$ cat src/rtl/sys_ctrl_burst.sv
// Framed UART command controller with burst register read/write, ALU sequencing and TX FIFO push.
// Optional frame timeout is compiled in with `define SYS_CTRL_TIMEOUT_EN.
module sys_ctrl_burst #(
    parameter int DATA_WIDTH     = 8,
    parameter int ADDR_WIDTH     = 4,
    parameter int TIMEOUT_CYCLES = 1024
) (
    input  logic                      CLK,
    input  logic                      RST,
    input  logic [DATA_WIDTH-1:0]     RX_P_DATA,
    input  logic                      RX_D_VLD,
    input  logic [DATA_WIDTH-1:0]     Rd_D,
    input  logic                      Rd_D_Vld,
    input  logic [2*DATA_WIDTH-1:0]   ALU_OUT,
    input  logic                      OUT_Valid,
    input  logic                      FIFO_Full,
    output logic [3:0]                ALU_FUN,
    output logic                      EN,
    output logic                      CLK_EN,
    output logic [ADDR_WIDTH-1:0]     Address,
    output logic                      WrEn,
    output logic                      RdEn,
    output logic [DATA_WIDTH-1:0]     WrData,
    output logic [DATA_WIDTH-1:0]     TX_P_DATA,
    output logic                      TX_D_VLD,
    output logic                      clk_div_en,
    output logic                      cmd_error,
    output logic                      busy
);

    typedef enum logic [3:0] {
        IDLE, GET_ADDR, GET_CNT, GET_DATA, WRITE, RD_REQ, RD_WAIT, TX_PUSH,
        GET_OPA, GET_OPB, GET_FUN, ALU_RUN, ALU_WAIT, TX_LO, TX_HI
    } state_t;

    localparam logic [7:0] OP_WR   = 8'hAA;
    localparam logic [7:0] OP_RD   = 8'hBB;
    localparam logic [7:0] OP_ALU  = 8'hCC;
    localparam logic [7:0] OP_ALUN = 8'hDD;
    localparam logic [7:0] OP_BWR  = 8'hEE;
    localparam logic [7:0] OP_BRD  = 8'hEF;

    state_t                  state_q, state_d;
    logic [7:0]              op_q, op_d;
    logic [ADDR_WIDTH-1:0]   addr_q, addr_d;
    logic [DATA_WIDTH-1:0]   cnt_q, cnt_d;
    logic [DATA_WIDTH-1:0]   wrdata_q, wrdata_d;
    logic [DATA_WIDTH-1:0]   txdata_q, txdata_d;
    logic [3:0]              fun_q, fun_d;
    logic                    en_q, en_d, wren_q, wren_d, rden_q, rden_d;
    logic                    txvld_q, txvld_d, err_q, err_d, clken_q, clken_d;
    logic                    clkdiv_q, clkdiv_d;
    logic [DATA_WIDTH-1:0]   rdata_q, rdata_d;
    logic [2*DATA_WIDTH-1:0] res_q, res_d;

    logic [7:0]            rx_op;
    logic [ADDR_WIDTH-1:0] rx_addr;
    logic                  collecting;

    assign rx_op      = RX_P_DATA[7:0];
    assign rx_addr    = RX_P_DATA[ADDR_WIDTH-1:0];
    assign collecting = state_q inside {GET_ADDR, GET_CNT, GET_DATA, GET_OPA, GET_OPB, GET_FUN};

`ifdef SYS_CTRL_TIMEOUT_EN
    localparam int TW = $clog2(TIMEOUT_CYCLES + 1);
    logic [TW-1:0] tmo_q, tmo_d;
`endif

    always_comb begin
        state_d  = state_q;
        op_d     = op_q;
        addr_d   = addr_q;
        cnt_d    = cnt_q;
        wrdata_d = wrdata_q;
        txdata_d = txdata_q;
        fun_d    = fun_q;
        rdata_d  = rdata_q;
        res_d    = res_q;
        clken_d  = clken_q;
        en_d     = 1'b0;
        wren_d   = 1'b0;
        rden_d   = 1'b0;
        txvld_d  = 1'b0;
        err_d    = 1'b0;
        clkdiv_d = 1'b1;

        case (state_q)
            IDLE: begin
                fun_d = '0;
                if (RX_D_VLD) begin
                    op_d  = rx_op;
                    cnt_d = DATA_WIDTH'(1);
                    case (rx_op)
                        OP_WR, OP_RD, OP_BWR, OP_BRD: state_d = GET_ADDR;
                        OP_ALU:                       state_d = GET_OPA;
                        OP_ALUN:                      state_d = GET_FUN;
                        default:                      err_d   = 1'b1;
                    endcase
                end
            end
            GET_ADDR: if (RX_D_VLD) begin
                addr_d = rx_addr;
                if (op_q == OP_BWR || op_q == OP_BRD) begin
                    state_d = GET_CNT;
                end else if (op_q == OP_RD) begin
                    state_d = RD_REQ;
                    rden_d  = 1'b1;
                end else begin
                    state_d = GET_DATA;
                end
            end
            GET_CNT: if (RX_D_VLD) begin
                if (RX_P_DATA == '0) begin
                    state_d = IDLE;
                end else begin
                    cnt_d = RX_P_DATA;
                    if (op_q == OP_BRD) begin
                        state_d = RD_REQ;
                        rden_d  = 1'b1;
                    end else begin
                        state_d = GET_DATA;
                    end
                end
            end
            GET_DATA: if (RX_D_VLD) begin
                wrdata_d = RX_P_DATA;
                wren_d   = 1'b1;
                state_d  = WRITE;
            end
            GET_OPA: if (RX_D_VLD) begin
                addr_d   = '0;
                wrdata_d = RX_P_DATA;
                wren_d   = 1'b1;
                state_d  = WRITE;
            end
            GET_OPB: if (RX_D_VLD) begin
                addr_d   = ADDR_WIDTH'(1);
                wrdata_d = RX_P_DATA;
                wren_d   = 1'b1;
                state_d  = WRITE;
            end
            WRITE: begin
                // WrEn is high in this cycle; operand writes chain to the next operand.
                if (op_q == OP_ALU) begin
                    state_d = (addr_q == '0) ? GET_OPB : GET_FUN;
                end else if (cnt_q == DATA_WIDTH'(1)) begin
                    state_d = IDLE;
                end else begin
                    cnt_d   = cnt_q - 1'b1;
                    addr_d  = addr_q + 1'b1;
                    state_d = GET_DATA;
                end
            end
            RD_REQ: state_d = RD_WAIT;
            RD_WAIT: if (Rd_D_Vld) begin
                rdata_d = Rd_D;
                state_d = TX_PUSH;
                if (!FIFO_Full) begin
                    txvld_d  = 1'b1;
                    txdata_d = Rd_D;
                end
            end
            TX_PUSH: begin
                if (txvld_q) begin
                    if (cnt_q == DATA_WIDTH'(1)) begin
                        state_d = IDLE;
                    end else begin
                        cnt_d   = cnt_q - 1'b1;
                        addr_d  = addr_q + 1'b1;
                        rden_d  = 1'b1;
                        state_d = RD_REQ;
                    end
                end else if (!FIFO_Full) begin
                    txvld_d  = 1'b1;
                    txdata_d = rdata_q;
                end
            end
            GET_FUN: if (RX_D_VLD) begin
                fun_d   = RX_P_DATA[3:0];
                clken_d = 1'b1;
                state_d = ALU_RUN;
            end
            ALU_RUN: begin
                en_d    = 1'b1;
                state_d = ALU_WAIT;
            end
            ALU_WAIT: if (OUT_Valid) begin
                res_d   = ALU_OUT;
                clken_d = 1'b0;
                state_d = TX_LO;
            end
            TX_LO: begin
                if (txvld_q) begin
                    state_d = TX_HI;
                end else if (!FIFO_Full) begin
                    txvld_d  = 1'b1;
                    txdata_d = res_q[DATA_WIDTH-1:0];
                end
            end
            TX_HI: begin
                if (txvld_q) begin
                    state_d = IDLE;
                end else if (!FIFO_Full) begin
                    txvld_d  = 1'b1;
                    txdata_d = res_q[2*DATA_WIDTH-1:DATA_WIDTH];
                end
            end
            default: state_d = IDLE;
        endcase

`ifdef SYS_CTRL_TIMEOUT_EN
        tmo_d = '0;
        if (collecting && !RX_D_VLD) begin
            tmo_d = tmo_q + 1'b1;
            if (tmo_d == TW'(TIMEOUT_CYCLES)) begin
                tmo_d   = '0;
                state_d = IDLE;
                err_d   = 1'b1;
            end
        end
`endif
    end

    always_ff @(posedge CLK or posedge RST) begin
        if (RST) begin
            state_q  <= IDLE;
            op_q     <= '0;
            addr_q   <= '0;
            cnt_q    <= '0;
            wrdata_q <= '0;
            txdata_q <= '0;
            fun_q    <= '0;
            en_q     <= 1'b0;
            wren_q   <= 1'b0;
            rden_q   <= 1'b0;
            txvld_q  <= 1'b0;
            err_q    <= 1'b0;
            clken_q  <= 1'b0;
            clkdiv_q <= 1'b0;
        end else begin
            state_q  <= state_d;
            op_q     <= op_d;
            addr_q   <= addr_d;
            cnt_q    <= cnt_d;
            wrdata_q <= wrdata_d;
            txdata_q <= txdata_d;
            fun_q    <= fun_d;
            en_q     <= en_d;
            wren_q   <= wren_d;
            rden_q   <= rden_d;
            txvld_q  <= txvld_d;
            err_q    <= err_d;
            clken_q  <= clken_d;
            clkdiv_q <= clkdiv_d;
        end
    end

    // Captured read word and ALU result are only consumed after being loaded.
    always_ff @(posedge CLK) begin
        rdata_q <= rdata_d;
        res_q   <= res_d;
    end

`ifdef SYS_CTRL_TIMEOUT_EN
    always_ff @(posedge CLK or posedge RST) begin
        if (RST) tmo_q <= '0;
        else     tmo_q <= tmo_d;
    end
`endif

    assign ALU_FUN    = fun_q;
    assign EN         = en_q;
    assign CLK_EN     = clken_q;
    assign Address    = addr_q;
    assign WrEn       = wren_q;
    assign RdEn       = rden_q;
    assign WrData     = wrdata_q;
    assign TX_P_DATA  = txdata_q;
    assign TX_D_VLD   = txvld_q;
    assign clk_div_en = clkdiv_q;
    assign cmd_error  = err_q;
    assign busy       = (state_q != IDLE);

endmodule

$ cat config.mk
export PLATFORM = sky130hd
export DESIGN_NAME = sys_ctrl_burst
export DESIGN_NICKNAME = d
export VERILOG_FILES = /design/src/rtl/sys_ctrl_burst.sv
export SDC_FILE = /design/constraint.sdc
export NUM_CORES = 1
export LEC_CHECK = 0
export ABC_AREA = 1
export BUFFER_PORTS_ARGS = -buffer_cell sky130_fd_sc_hd__buf_2
export CAP_MARGIN = 20
export CELL_PAD_IN_SITES_DETAIL_PLACEMENT = 1
export CELL_PAD_IN_SITES_GLOBAL_PLACEMENT = 1
export CORE_MARGIN = 3
export CORE_UTILIZATION = 30
export DETAILED_ROUTE_END_ITERATION = 16
export PLACE_DENSITY_LB_ADDON = 0.1
export SYNTH_ARGS = -nofsm -noshare
export SYNTH_HDL_FRONTEND = slang
export SYNTH_SLANG_ARGS = --single-unit
$ cat constraint.sdc
create_clock -name CLK -period 2.1 [get_ports CLK]
set_input_delay 0.42 -clock CLK [delete_from_list [all_inputs] [get_ports CLK]]
set_output_delay 0.42 -clock CLK [all_outputs]
set_load 0.01 [all_outputs]
==> results of run 1 <==
[stage by stage]
stage	instance area (sq um)	hold slack, ps
after floorplan	4040	442
after global placement	4650	458
after detailed placement	4650	472
after CTS	4930	128
after global routing	4940	140
final	4940	112
[cells in the final DEF, fill, tap and decap left out, types with 9 or more instances in the layout]
cell	netlist	routed
nand2_1	155	155
nand3_1	69	69
buf_2	3	69
dfrtp_1	51	51
inv_1	41	40
nor2_1	35	35
o21ai_0	30	30
edfxtp_1	24	24
nand4_1	21	21
buf_4	1	12
clkbuf_16	0	9
[synth_stat cells]
cell type  number  share of area, %
nor2_2          2              0.31
nor2_1         35               3.3
nand3_1        69               8.6
o21ai_0        30               3.7
edfxtp_1       24                18
ha_1            4               1.2
a21oi_1         5              0.62
nor2_8          2              0.99
nand4_1        21               3.3
nand3_4         4               1.7
o22ai_1         5              0.77
nor2_4          6               1.7
nand2_2         5              0.77
buf_6           1              0.28
inv_2           5              0.47
buf_4           1              0.19
a22oi_1         1              0.19
xnor2_1         2              0.43
nand2_1       155                14
nor3_1          5              0.62
nand3b_1        1              0.19
o211ai_1        1              0.19
clkbuf_1        3              0.28
conb_1          1             0.093
inv_1          41               3.8
xor2_1          1              0.22
a21oi_2         1              0.22
dfrtp_1        51                32
buf_2           3              0.37
nand2_4         6               1.7
[power by group]
group	switching [mW]	internal, mW
sequential	0.307	1.85
clock	0.612	0.826
combinational	1.69	0.891
[area by class of cell]
cell class                      instances  area share [%]
Multi-Input combinational cell        362            37.0
Timing Repair Buffer                   82            9.22
Sequential cell                        75            40.4
Tap cell                              172            4.36
Clock buffer                           11            4.91
Inverter                               46            3.50
Clock inverter                          5           0.608
[worst register-to-register path, delay by kind of cell (launching register included)]
family | cells | cell delay [ps]
buf+inv | 1 | 140
flops | 1 | 500
simple gates | 8 | 1190
[metal layers]
metal	part of all wire (%)	global-route usage [%]
met4	1.8	6.93
met5	0	0
met3	2.7	2.83
met2	43	27.0
met1	52	25.7
[flip-flops by register name, summed over array words and instances (netlist names)]
name        cells
rdata_q         8
WrData          8
ALU_FUN         4
TX_D_VLD        1
WrEn            1
RdEn            1
op_q            8
EN              1
cnt_q           8
TX_P_DATA       8
clk_div_en      1
cmd_error       1
Address         4
res_q          16
state_q         4
CLK_EN          1
[worst max path at each step]
stage	startpoint	cells past startpoint	slack, ps	endpoint
floorplan	state_q[1]$_DFFE_PP0P_	3	380	res_q[0]$_DFFE_PP_
global placement	RX_P_DATA[4]	12	230	state_q[3]$_DFFE_PP0P_
detailed placement	RX_P_DATA[4]	12	210	state_q[3]$_DFFE_PP0P_
CTS	state_q[1]$_DFFE_PP0P_	5	20	busy
global route	state_q[1]$_DFFE_PP0P_	11	50	state_q[0]$_DFFE_PP0P_
finish	state_q[1]$_DFFE_PP0P_	5	200	busy
[cells by family after synthesis]
logic type      count (synthesis)  share of synthesized area (%)
flops                          75                           49.5
buf+inv                        54                           5.39
compound gates                 43                           5.70
other cells                     1                         0.0929
fa+ha+maj                       4                           1.24
simple gates                  311                           37.4
xor+xnor                        3                          0.651
[repair_timing]
| action | 4_1_cts | 5_1_grt |
|---|---|---|
| setup buffers | 1 | 1 |
| gates resized for setup | 0 | 0 |
| pin swaps | 2 | 1 |
| endpoints found under the setup margin | 1 | 1 |
| gates cloned | 0 | 0 |
| endpoints found under the hold margin | 0 | 0 |
==> summary.txt, run 1 <==
STA
  • RSZ-0062 raised after global routing: no
  • Final Max Tran Viols: 0
  • Worst clock skew: approximately 3.7 ps
  • Final worst path period share: 90.6%
  • Max-slew headroom: between 60% and 70%
  • Worst slew pin tran: 513 ps
  • Hold Vio Cnt, Final: 0
  • Final setup viols: 0
  • Total Neg Setup Slack: 0 ps
  • Setup slack after layout: between 150 and 200 ps
  • Max Fclk: about 530 MHz
  • Fin crit period: between 1500 and 2000 ps

Placed design
  • Dpl hpwl: roughly 9700 microns
  • Routability cong.: 0.838
  • DP Cell Count: approximately 740
  • DP Worst Slack: around 210 ps
  • Port bufs: slightly below 70

Finish
  • Layout cells sized above 1: about 22%
  • Nets: about 620
  • Final Util: between 30% and 40%
  • Filler-free cell count of the finished design: about 750
  • # diodes: 0
  • Fill cells: between 1500 and 2000
  • Register Area: between 0.0015 and 0.002 sq mm
  • Area grow syn2layout: 22.4%
  • Multi-input logic area: 0.00183 sq mm

Detailed routing
  • Drt first pass iters: 4
  • DR vias: between 3000 and 4000
  • Avg WL per Cell: roughly 17 microns
  • Detailed Route Iter0 Violations: about 180
  • Vias per Instance: ~4.8
  • DRC Markers: 0
  • WL final: 12500 microns
  • DRT antenna net count: 0

Run status
  • Status: finished clean

Clock network
  • Hold Buf Count CTS: 0
  • Clk pin slew, worst setup/hold paths: 60 ps
  • Htree depth: 3
  • Num Clock Sinks: between 70 and 80
  • Clk buf depth: 2
  • Worst-Skew Late Latency: about 340 ps
  • Num CTS Buffers: 9
  • Root Buffer: clkbuf_16
  • CTS tree: done

Global routing
  • Pin count of the biggest net entering global routing: 52
  • Total GRT Usage: about 18%
  • Vias in the first global route: about 3800
  • Initial antenna violation count: 0
  • First-pass GRT wire length: roughly 20000 microns
  • GRT overflow: 0

Power and ir drop
  • VDD IR max: 0.346 mV
  • Pwr Total: about 6.2 mW
  • Pwr/cell area: 1250 mW/mm^2
  • Leak: 2.45 nW

Worst hold path
  • Hold/Removal Path Class: input port to async pin

Worst setup path
  • RR Startpoint: state_q[2]$_DFFE_PP0P_
  • Delay-heaviest family, CP: flip-flops
  • Kind of critical path: register to output port
  • R2r setup slk: about 220 ps
  • Max stage delay on crit path: about 470 ps
  • Critical Path AT: 1480 ps
  • Worst path cell trace: inv_2 -> nand2_4 -> nor2_4 -> inv_1 -> buf_2
  • CP bufs+invs: 3
  • Element type at the critical path start: register
  • Crit path max-delay cell type: dfrtp_1
  • Cells on worst reg2reg path: 9
  • Critical path required time: around 1700 ps
  • Worst setup EP type: output port
  • Critical path fanouts, max: 7
  • Reg-to-reg endpoint: state_q[3]$_DFFE_PP0P_

Die
  • Die width: between 100 and 150 microns
  • Starting density of the core: between 30% and 40%
  • Row cnt: 41
  • Core Area: 0.0129 sq mm
  • # IOs: 70
  • Die height: roughly 120 microns
  • Die Footprint: approximately 0.015 sq mm

Synthesis
  • Synthesized flop and latch total: 75
  • Mapped cell area: just over 0.004 sq mm
  • Syn Area/Cell: between 8 and 9 sq um
  • Syn_nets: between 500 and 600
  • Syn. warnings: 0
  • Seq/Total Area, Yosys: 49.5%
  • Post-Syn Instances: approximately 490
  • Netlist cell types: 30

Flow run
  • Max-cap violation count: 0
Note: power is estimated with default switching activity, not from simulation.
==> inputs of run 2 (changes only) <==
--- a/config.mk
+++ b/config.mk
@@ -13,7 +13,9 @@
 export CORE_MARGIN = 3
 export CORE_UTILIZATION = 30
 export DETAILED_ROUTE_END_ITERATION = 16
+export GPL_TIMING_DRIVEN = 1
 export PLACE_DENSITY_LB_ADDON = 0.1
+export REMOVE_ABC_BUFFERS = 1
 export SYNTH_ARGS = -nofsm -noshare
 export SYNTH_HDL_FRONTEND = slang
 export SYNTH_SLANG_ARGS = --single-unit
==> summary.txt, run 2 (synthesis results as in run 1) <==
Run status
  • Status: finished clean

STA
  • Final setup viols: 0 (unchanged)
  • Hold Vio Cnt, Final: 0 (unchanged)
  • Total Neg Setup Slack: 0 ps (unchanged)
  • RSZ-0062 raised after global routing: no
  • Fin Hold WS: 83.7 ps (-28.2 ps)
  • Final worst path period share: 90.5% (-0.15 points)
  • Final Max Tran Viols: 0 (unchanged)
  • Worst slew pin tran: 506 ps (-6.75 ps)
  • Max-slew headroom: 66.2% (+0.63 points)
  • Worst clock skew: 2.68 ps (-1.03 ps)
  • Max Fclk: 526 MHz (+0.16%)
  • Fin crit period: 1900 ps (-3.10 ps)

Placed design
  • Routability cong.: 0.872 (+4.1%)
  • Port bufs: 69 (unchanged)
  • Dpl hpwl: 9650 microns (-0.41%)

Detailed routing
  • DR vias: 3612 (unchanged)
  • Detailed Route Iter0 Violations: 209 (+14%)
  • DRC Markers: 0 (unchanged)
  • WL final: 12300 microns (-2.1%)
  • Avg WL per Cell: 16.3 microns (-2.1%)
  • DRT antenna net count: 0 (unchanged)
  • Vias per Instance: 4.80 (unchanged)
  • Drt first pass iters: 4 (unchanged)

Die
  • Die width: 122 microns (unchanged)
  • Core Area: 0.0129 sq mm (unchanged)
  • Row cnt: 41 (unchanged)
  • Die Footprint: 0.0149 sq mm (unchanged)
  • # IOs: 70 (unchanged)
  • Starting density of the core: 31.3% (unchanged)
  • Die height: 122 microns (unchanged)

Worst setup path
  • Reg-to-reg endpoint: cnt_q[7]$_DFFE_PP0P_
  • Max stage delay on crit path: 470 ps (about the same)
  • R2r setup slk: 300 ps (+80 ps)
  • RR Startpoint: state_q[3]$_DFFE_PP0P_
  • Cells on worst reg2reg path: 10 (+1)
  • Critical path required time: 1680 ps (about the same)
  • Crit path max-delay cell type: dfrtp_1
  • Critical path fanouts, max: 7 (unchanged)
  • Kind of critical path: register to output port
  • CP bufs+invs: 3 (unchanged)
  • Critical Path AT: 1480 ps (about the same)
  • Worst setup EP type: output port
  • Worst path cell trace: inv_2 -> nand2_4 -> nor2_4 -> inv_1 -> buf_2
  • Element type at the critical path start: register
  • Delay-heaviest family, CP: flip-flops

Clock network
  • Root Buffer: clkbuf_16
  • Worst-Skew Late Latency: 340 ps (about the same)
  • Num CTS Buffers: 9 (unchanged)
  • Clk pin slew, worst setup/hold paths: 60 ps (about the same)
  • Num Clock Sinks: 75 (unchanged)
  • CTS tree: done
  • Htree depth: 3 (unchanged)
  • Hold Buf Count CTS: 0 (unchanged)
  • Clk buf depth: 2 (unchanged)

Power and ir drop
  • Switch Pwr: 2.61 mW (about the same)
  • Pwr/cell area: 1260 mW/mm^2 (+1.1%)
  • Leak: 2.47 nW (+0.66%)
  • Seq pwr share: 34.5% (-0.5 points)
  • VDD IR max: 0.471 mV (+36%)
  • Switching part of the total power: 41.6% (-0.63 points)
  • Pwr Total: 6.27 mW (+1.5%)
  • Clock power frac: 24.9% (+1.6 points)
  • Combinational share of power: 40.6% (-1.2 points)
  • Internal: 3.66 mW (+2.6%)

Finish
  • Final Util: 38.5% (+0.15 points)
  • Leading cell types in the layout, fill and taps excluded: 155 x nand2_1, 69 x nand3_1, 69 x buf_2
  • Area grow syn2layout: 22.8%
  • Commonest non-fill, non-tap cell in the layout: nand2_1
  • # diodes: 0 (unchanged)
  • Nets: 618 (unchanged)
  • Most flop-heavy register: res_q
  • Fill cells: 1581 (+1.1%)
  • Layout cells sized above 1: 22.4% (unchanged)
  • Number of flip-flops in the largest register: 16 (unchanged)

Global routing
  • First-pass GRT wire length: 20200 microns (+0.34%)
  • Pin count of the biggest net entering global routing: 33 (-37%)
  • Vias in the first global route: 3779 (-1.3%)
  • Initial antenna violation count: 0 (unchanged)
  • GRT overflow: 0 (unchanged)
  • Total GRT Usage: 17.7% (-0.23 points)

Flow run
  • Max-cap violation count: 0 (unchanged)

Worst hold path
  • Hold/Removal Path Class: input port to async pin
run 2: per-stage QoR:
step                instances  setup slack (ps)  instance area [sq um]
floorplan                 483              -116                   3990
global placement          735               288                   4650
detailed placement        735               300                   4650
CTS                       752              17.9                   4950
global route              753               124                   4960
finish                    753               201                   4960
run 2: worst register-to-register path: cells and delay by family (launching register included):
| family | cells | cell delay (ps) |
|---|---|---|
| buffers and inverters | 2 | 240 |
| flip-flops | 1 | 520 |
| AND/OR/NAND/NOR | 8 | 930 |
run 2: layer usage:
metal	wire length [microns]	share of wire, %	track usage (%)	vias to the layer above
met5	0	0	0	-
met4	155	1.3	4.69	0
met3	397	3.2	3.71	12
met2	5720	47	27.5	53
met1	6010	49	25.0	1744
li1	-	-	-	1803
run 2: how the worst max path moves through the flow:
stage | start | end | slack [ps] | cells past startpoint
after global placement | RX_P_DATA[2] | state_q[3]$_DFFE_PP0P_ | 290 | 12
after global routing | state_q[2]$_DFFE_PP0P_ | cnt_q[1]$_DFFE_PP0P_ | 120 | 10
after floorplan | state_q[1]$_DFFE_PP0P_ | res_q[0]$_DFFE_PP_ | -120 | 3
final | state_q[1]$_DFFE_PP0P_ | busy | 200 | 5
after CTS | state_q[1]$_DFFE_PP0P_ | busy | 20 | 5
after detailed placement | state_q[2]$_DFFE_PP0P_ | busy | 300 | 5
run 2: area by class of cell:
class / instances / area (sq um) / share of cell area [%]
Sequential cell: 75 / 2000 / 40.3
Inverter: 46 / 173 / 3.48
Timing Repair Buffer: 82 / 455 / 9.18
Clock inverter: 7 / 66.3 / 1.34
Clock buffer: 9 / 225 / 4.54
Tap cell: 172 / 215 / 4.34
Multi-Input combinational cell: 362 / 1830 / 36.8
run 2: power by group through the flow:
stage	clock network [mW]	logic [mW]	registers (mW)
6_report	1.56	2.55	2.17
2_1_floorplan	0	1.64	2.21
4_1_cts	1.60	2.56	2.17
3_5_place_dp	0	2.55	2.19
5_1_grt	1.66	2.91	2.22
3_3_place_gp	0	2.50	2.18
run 2: what timing repair did:
item / CTS / global route
endpoints found under the setup margin: 1 / 1
pin swaps: 2 / 1
resized for setup: 0 / 0
buffers inserted: 1 / 1
